File: src/rtl/rv32i_types.sv
// Shared core types: ROB/physical-register ids and the FU result bundle.
// fu_output_t is what every FU hands to writeback and what the CDB carries.
package rv32i_types;

  localparam int ROB_IDX_W  = 6;
  localparam int PHYS_IDX_W = 6;

  typedef logic [ROB_IDX_W-1:0]  rob_id_t;
  typedef logic [PHYS_IDX_W-1:0] phys_id_t;

  typedef struct packed {
    logic        ready_for_writeback;
    rob_id_t     rob_id;
    phys_id_t    pd;
    logic [4:0]  rd;
    logic [31:0] rd_v;
  } fu_output_t;

endpackage

File: src/rtl/cdb_rr_select.sv
// Combinational round-robin picker: scans from i_rr_ptr, grants the first
// CDB_PORTS full buffers; lane k gets the k-th grant; reports next pointer.
// Ports: i_full, i_rr_ptr -> o_grant, o_lane_idx/o_lane_vld, o_next_ptr.
module cdb_rr_select #(
  parameter int NUM_FU    = 4,
  parameter int CDB_PORTS = 2,
  parameter int PW        = $clog2(NUM_FU)
) (
  input  logic [NUM_FU-1:0]    i_full,
  input  logic [PW-1:0]        i_rr_ptr,
  output logic [NUM_FU-1:0]    o_grant,
  output logic [PW-1:0]        o_lane_idx [CDB_PORTS],
  output logic [CDB_PORTS-1:0] o_lane_vld,
  output logic [PW-1:0]        o_next_ptr
);

  localparam int CW = $clog2(CDB_PORTS + 1);

  logic [PW-1:0] w_idx;
  logic [CW-1:0] w_cnt;

  always_comb begin
    o_grant    = '0;
    o_lane_vld = '0;
    o_next_ptr = i_rr_ptr;
    for (int k = 0; k < CDB_PORTS; k++) begin
      o_lane_idx[k] = '0;
    end
    w_idx = i_rr_ptr;
    w_cnt = '0;
    for (int s = 0; s < NUM_FU; s++) begin
      if (i_full[w_idx] && (w_cnt < CW'(CDB_PORTS))) begin
        o_grant[w_idx] = 1'b1;
        // constant lane index avoids a variable-width array select
        for (int k = 0; k < CDB_PORTS; k++) begin
          if (w_cnt == CW'(k)) begin
            o_lane_idx[k] = w_idx;
            o_lane_vld[k] = 1'b1;
          end
        end
        w_cnt = w_cnt + CW'(1);
        o_next_ptr = (w_idx == PW'(NUM_FU - 1)) ? '0 : w_idx + PW'(1);
      end
      // explicit wrap so non-power-of-two NUM_FU works
      w_idx = (w_idx == PW'(NUM_FU - 1)) ? '0 : w_idx + PW'(1);
    end
  end

endmodule

File: src/rtl/cdb_arbiter.sv
// Writeback arbiter: one holding buffer per FU, drained round-robin onto
// CDB_PORTS registered lanes. Ports: clk, rst, flush, fu_result/fu_accept, cdb_out.
module cdb_arbiter
  import rv32i_types::*;
#(
  parameter int NUM_FU    = 4,
  parameter int CDB_PORTS = 2
) (
  input  logic              clk,
  input  logic              rst,
  input  logic              flush,
  input  fu_output_t        fu_result [NUM_FU],
  output logic [NUM_FU-1:0] fu_accept,
  output fu_output_t        cdb_out [CDB_PORTS]
);

  localparam int PW = $clog2(NUM_FU);

  logic [NUM_FU-1:0]    r_full;
  fu_output_t           r_data [NUM_FU];
  logic [PW-1:0]        r_rr_ptr;
  fu_output_t           r_cdb [CDB_PORTS];

  logic [NUM_FU-1:0]    w_grant;
  logic [PW-1:0]        w_lane_idx [CDB_PORTS];
  logic [CDB_PORTS-1:0] w_lane_vld;
  logic [PW-1:0]        w_next_ptr;
  logic [NUM_FU-1:0]    w_xfer;

  cdb_rr_select #(
    .NUM_FU    (NUM_FU),
    .CDB_PORTS (CDB_PORTS),
    .PW        (PW)
  ) u_sel (
    .i_full     (r_full),
    .i_rr_ptr   (r_rr_ptr),
    .o_grant    (w_grant),
    .o_lane_idx (w_lane_idx),
    .o_lane_vld (w_lane_vld),
    .o_next_ptr (w_next_ptr)
  );

  // a granted buffer drains this edge, so it can refill in the same cycle
  assign fu_accept = ~r_full | w_grant;

  always_comb begin
    w_xfer = '0;
    for (int i = 0; i < NUM_FU; i++) begin
      w_xfer[i] = fu_result[i].ready_for_writeback & fu_accept[i];
    end
  end

  always_ff @(posedge clk or posedge rst) begin
    if (rst) begin
      r_full   <= '0;
      r_rr_ptr <= '0;
      for (int i = 0; i < NUM_FU; i++) begin
        r_data[i] <= '0;
      end
      for (int k = 0; k < CDB_PORTS; k++) begin
        r_cdb[k] <= '0;
      end
    end else if (flush) begin
      r_full <= '0;
      for (int k = 0; k < CDB_PORTS; k++) begin
        r_cdb[k] <= '0;
      end
    end else begin
      for (int i = 0; i < NUM_FU; i++) begin
        if (w_xfer[i]) begin
          r_data[i] <= fu_result[i];
          r_full[i] <= 1'b1;
        end else if (w_grant[i]) begin
          r_full[i] <= 1'b0;
        end
      end
      for (int k = 0; k < CDB_PORTS; k++) begin
        if (w_lane_vld[k]) begin
          r_cdb[k] <= r_data[w_lane_idx[k]];
          r_cdb[k].ready_for_writeback <= 1'b1;
        end else begin
          r_cdb[k] <= '0;
        end
      end
      r_rr_ptr <= w_next_ptr;
    end
  end

  assign cdb_out = r_cdb;

endmodule

File: config.mk
export PLATFORM = sky130hd
export DESIGN_NAME = cdb_arbiter
export DESIGN_NICKNAME = d
export VERILOG_FILES = /design/src/rtl/rv32i_types.sv /design/src/rtl/cdb_rr_select.sv /design/src/rtl/cdb_arbiter.sv
export SDC_FILE = /design/constraint.sdc
export NUM_CORES = 1
export LEC_CHECK = 0
export ABC_AREA = 1
export CORE_MARGIN = 2
export CORE_UTILIZATION = 33
export CTS_CLUSTER_SIZE = 24
export DETAILED_ROUTE_END_ITERATION = 8
export PLACE_DENSITY_LB_ADDON = 0.2
export SETUP_SLACK_MARGIN = 0.05
export SYNTH_ARGS = -nofsm -noshare
export SYNTH_HDL_FRONTEND = slang
export SYNTH_SLANG_ARGS = --single-unit
File: constraint.sdc
create_clock -name clk -period 29.3 [get_ports clk]
set_input_delay 5.86 -clock clk [delete_from_list [all_inputs] [get_ports clk]]
set_output_delay 5.86 -clock clk [all_outputs]
set_load 0.005 [all_outputs]
After elaboration in Yosys (flattened, before gate mapping) --
Index checks and enable logic that the tools add are counted.
Storage, ports and cells: register bits after elaboration 306, output and inout port bits 104
Cells by class: add/sub/neg operators 6, magnitude comparators 13, equal/unequal tests 7, multiplexer cells 69, bitwise operators 12, reduce and logical (&&, ||, !) cells 20
Operators by type and width (count):
- binary-select mux 50 bit (select 2 bit) | 2
- two-way mux 49 bit | 4
- two-way mux 100 bit | 1
- two-way mux 50 bit | 2
- two-way mux 2 bit | 20
- two-way mux 4 bit | 8
- two-way mux 1 bit | 24
- OR 4 bit | 4
- less-than comparator 2 x 3 -> 1 bit (second input constant) | 4
- nonzero test 3 bit | 4
- adder 2 x 1 -> 2 bit (second input constant) | 5
- AND reduction 2 bit | 5
- binary-select mux 1 bit (select 2 bit) | 4
- demux 1 bit (select 2 bit) | 4
- == test 2 bit (second input constant) | 4
- >= comparator 2 x 1 -> 1 bit (second input constant) | 4
- logical AND 1 bit | 7
- >= comparator 3 bit (second input constant) | 2
- logical NOT 2 bit | 3
- inverter 2 -> 3 bit | 2
- AND 1 bit | 4
- == test 2 x 1 -> 1 bit (second input constant) | 2
- less-than comparator 2 bit (second input constant) | 2
- inverter 4 bit | 1
- 5 further kinds | 5

Longest topological paths before layout --
depth in word-level cells 18, gate-level depth with buffers 20, mapped depth without buffers 17

Cells and area by module --
A second synthesis with hierarchy kept.
Second synthesis, totals: cells, all modules 2064, area, all modules 15404.8 µm²
Modules (own cells, without submodules):
- cdb_arbiter | instances 1, cells each 1918, area each 14620.3 µm², seq. area each 7557.2 µm²
- cdb_rr_select | instances 1, cells each 146, area each 784.5 µm², seq. area each 0.0 µm²

Least setup slack after synthesis --
No wires, ideal clock.
path kind register to output, start register r_rr_ptr[0], end output port fu_accept[0], arrival 2.589 ns, required time 23.440 ns, setup slack 20.851 ns, cell stages (with the launch flop) 13, cells stage by stage dfrtp_1 > buf_2 > inv_4 > ha_1 > nand3_1 > nand2_1 > ha_1 > clkinv_1 > nand3_1 > nand2_1 > nand2_2 > o221ai_2 > clkbuf_1
On the way: word-level cells in the longest chain between the ends 13, elaborated cells on any way between the ends 56, those cells by class add/sub (5); order compare (11); eq/ne (3); mux (26); bitwise (4); reduce/logical (7)
RTL lines:
- start, declared | line cdb_arbiter.sv:21 | logic [PW-1:0] r_rr_ptr;
- start signal, assigned | line cdb_arbiter.sv:85 | r_rr_ptr <= w_next_ptr;
- adder 2 x 1 -> 2 bit, or another cell as far along | line cdb_rr_select.sv:45 | w_idx = (w_idx == PW'(NUM_FU - 1)) ? '0 : w_idx + PW'(1);
- two-way mux 2 bit or two-way mux 1 bit (tied branches) | line cdb_rr_select.sv:45, cdb_rr_select.sv:32
- adder 2 x 1 -> 2 bit, or another cell as far along | line cdb_rr_select.sv:45
- two-way mux 2 bit, or another cell as far along | line cdb_rr_select.sv:45
- adder 2 x 1 -> 2 bit, or another cell as far along | line cdb_rr_select.sv:45
- two-way mux 2 bit, or another cell as far along | line cdb_rr_select.sv:45
- less-than comparator 2 x 3 -> 1 bit (not written as such), or another cell as far along | line cdb_rr_select.sv:33 | o_grant[w_idx] = 1'b1;
- logical AND 1 bit (not written as such), or another cell as far along | line cdb_rr_select.sv:33
- two-way mux 1 bit (not written as such), or another cell as far along | line cdb_rr_select.sv:33
- demux 1 bit (select 2 bit), or another cell as far along
- OR 4 bit (no line) or logical AND 1 bit (tied branches)
- two-way mux 4 bit (*) | line cdb_rr_select.sv:32 | if (i_full[w_idx] && (w_cnt < CW'(CDB_PORTS))) begin
- OR 4 bit (*) | line cdb_arbiter.sv:44 | assign fu_accept = ~r_full | w_grant;
- end, declared | line cdb_arbiter.sv:13 | output logic [NUM_FU-1:0] fu_accept,
Every way passes the cells marked *; elsewhere a longest branch is shown, timed or not. The select of a mux whose other input is x is not followed.

Worst setup path after layout --
start register r_rr_ptr[0], end output port fu_accept[3]
Same word-level chain as after synthesis.

==> summary.md <==
| Metric | Value |
|---|---|
| Num CTS Buffers | 36 |
| Post-CTS Setup Bufs | 0 |
| M1 GR Usage | 32.7% |
| Share of post-route cells with drive strength above 1 | 4.84% |
| R2R Path End | cdb_out[24]$_DFF_PP0_ |
| CTS tree | built |
| Syn_nets | 2,326 |
| R2r setup slk | 23,300 ps |
| Biggest area consumer among synthesized cells | dfrtp_1 |
| Status | finished clean |
| Max_cap viols | 0 |
| Hold wc startpoint | r_data[77]$_DFFE_PP0P_ |
| Final nets | 2,547 |
| Hold path depth | 2 |
| Worst-path maximum fanout | 10 |
| FP Rows | 78 |
| DRT iter0 DRCs | 1,256 |
| Worst Reg-to-Reg Cells | 17 |
| Post-Syn Area | 0.0152 mm² |
| Worst clock skew | 11.9 ps |
| Post-DP HPWL | 35,300 µm |
| Most common library cells after synthesis | nand2_1, nand3_1, dfrtp_1 |
| Initial antenna violation count | 2 |
| Design area | 0.0199 mm² |
| Routing usage on met3 | 3.60% |
| Post-synth EDFFs | 0 |
| Mapped Avg Cell Area | 7.21 µm² |
| Most common cell in the netlist | nand2_1 |
| Largest net degree at the start of global routing | 89 |
| Die X | 219 µm |
| GRT Util Overall | 23.8% |
| Place WS | 19,960 ps |
| Die area | 0.0479 mm² |
| Endpoints failing hold | 0 |
| Hold Path Class | register to register |
| RSZ-0062 raised after global routing | no |
| Fillers | 4,654 |
| Placed Area | 0.0187 mm² |
| Hold Crit Endpoint | r_data[77]$_DFFE_PP0P_ |
| Critical Path RT | 23,440 ps |
| Core area | 0.0455 mm² |
| Vias/cell | 5.02 |
| Crit-path slowest cell | dfrtp_1 |
| Synth cell types | 29 |
| Boundary Pins | 307 |
| Max-slew violations | 0 |
| Routed Antenna Nets | 0 |
| Worst path top cell family by delay | simple AND/OR/NAND/NOR gates |
| Buf/Inv on CP | 3 |
| Crit start category | register |
| Gpl congestion | 0.854 |
| Syn-to-layout area delta | 30.4% |
| Worst-path cell chain | inv_4, ha_1, nand3_1, nand2_1, ha_1, clkinv_1, nand3_1, nand2_1, nand2_2, o221ai_4, clkdlybuf4s50_1 |
| Tmin final | 9900 ps |
| Largest cells by area after synthesis | dfrtp_1, nand2_1, nand3_1 |
| Via count of the first global-routing pass | 14,800 |
| Worst rel slew slack | 7.75% |
| Average wire per cell in the routed design | 19.2 µm |
| Syn Inst Count | 2,113 |
| Period utilisation layout | 33.8% |
| Count of final setup violators | 0 |
| Critical Path AT | 4040 ps |
| Post_cts resized | 0 |
| Grt total ovfl | 0 |
| Yosys warnings | 0 |
| Port Buffers | 306 |
| Worst slew pin tran | 1380 ps |
| Clk sinks | 302 |
| Worst-path clk slew | 60 ps |
| Share of the synthesized area in the top cell type | 49.6% |
| Achievable frequency | 101 MHz |
| FF/Latch Area | 0.00756 mm² |
| Critical path type | register to output pin |
| DRC | 0 |
| Clock Path Buffers | 3 |
| CTS root buf | clkbuf_16 |
| Setup TNS | 0 ps |
| CP Capture Type | output pin |
| GR Util met2 | 38.6% |
| Routed wire length | 56,800 µm |
| Setup WS post-layout | 19,400 ps |
| TritonRoute pass-1 iters | 6 |
| Worst-Skew Late Latency | 550 ps |
| Area of the multi-input gates | 0.00690 mm² |
| Initial Util | 33.5% |
| First-pass GRT wire length | 87,500 µm |
| Hold buffer count at CTS | 0 |
| Slowest stage delay, CP | 630 ps |
| H-tree levels | 2 |
| Primary FF master, synth | dfrtp_1 |
| Util after Layout | 43.7% |
| Via count | 14,900 |
| #FFs+latches synth | 302 |
| Die height | 219 µm |
| Asr flop ratio synth | 100% |
| Critical R2R Launch | r_rr_ptr[0]$_DFFE_PP0P_ |
| Post-synthesis sequential area ratio | 49.6% |
| Busiest grt layer | met2 |
[state kept, by name, summed over array words and instances (netlist names)]
| register | cells |
|---|---|
| r_full | 4 |
| r_rr_ptr | 2 |
| cdb_out | 100 |
| r_data | 196 |
[cells by family (layout without fill, tap and decap cells)]
| kind of cell | count (synthesis) | in the layout | synth area share (%) |
|---|---|---|---|
| buf+inv | 217 | 460 | 6.14 |
| flops | 302 | 302 | 49.6 |
| other cells | 0 | 2 | 0 |
| simple gates | 1558 | 1558 | 42.2 |
| xor+xnor | 2 | 2 | 0.115 |
| fa+ha+maj | 10 | 10 | 0.821 |
| compound gates | 24 | 24 | 1.16 |
[worst max path at each step]
stage                            start                    to  slack, ps  depth (start not counted)
4_1_cts        r_rr_ptr[0]$_DFFE_PP0P_          fu_accept[3]      19360                         11
2_1_floorplan                      rst  cdb_out[0]$_DFF_PP0_      15090                          1
6_report       r_rr_ptr[0]$_DFFE_PP0P_          fu_accept[3]      19400                         11
3_5_place_dp   r_rr_ptr[0]$_DFFE_PP0P_          fu_accept[3]      19960                         11
3_3_place_gp   r_rr_ptr[0]$_DFFE_PP0P_          fu_accept[3]      19970                         12
5_1_grt        r_rr_ptr[0]$_DFFE_PP0P_          fu_accept[3]      19120                         11
[placed cells by master, fill, tap and decap left out, types with 2 or more instances in the layout]
cell type	n
a21oi_4	2
nand4_1	3
nand2_2	13
nand3_2	2
nor2_4	6
xor2_1	2
nor2_1	294
inv_1	67
clkbuf_1	8
nand3_1	406
o21ai_0	5
dfrtp_1	302
diode_2	2
a21oi_1	9
clkdlybuf4s50_1	306
buf_4	21
inv_2	3
nand2_1	827
clkbuf_16	37
ha_1	10
nand2_4	4
clkinv_2	4
clkbuf_8	9
o221ai_4	4
[metal layers]
| metal | up-vias | routed length, µm |
|---|---|---|
| met4 | 0 | 1360 |
| li1 | 7082 | - |
| met3 | 84 | 3760 |
| met2 | 562 | 26700 |
| met1 | 7123 | 25000 |
| met5 | - | 0 |
[per-stage QoR]
stage | hold slack, ps | cells
6_report | 470 | 2958
5_1_grt | 487 | 2958
4_1_cts | 473 | 2956
3_5_place_dp | 458 | 2896
3_3_place_gp | 456 | 2896
2_1_floorplan | 442 | 2113
[worst register-to-register path, stage by stage, from the launching register on]
cell and delay [ps]:
dfrtp_1 630, inv_4 150, ha_1 430, nand3_1 160
nand2_1 300, inv_1 160, ha_1 410, inv_1 80
nand3_1 100, nand2_2 120, nand2_2 150, nand2_2 790
nand2_4 1010, buf_4 870, nand2_1 190, nand3_1 110
nand2_1 60, nor2_1 190
[area by class of cell]
cell class / instances / share of cell area [%]
antenna: 2 / 0.0252
clock buffer: 54 / 5.44
clock inverter: 6 / 0.290
inverter: 73 / 1.43
multi-input combinational: 1594 / 34.8
sequential: 302 / 38.1
tap: 600 / 3.78
timing repair buffer: 327 / 16.2
Power is not shown: default switching activity piles up to over one toggle a cycle in this logic, so the estimate is an artifact.
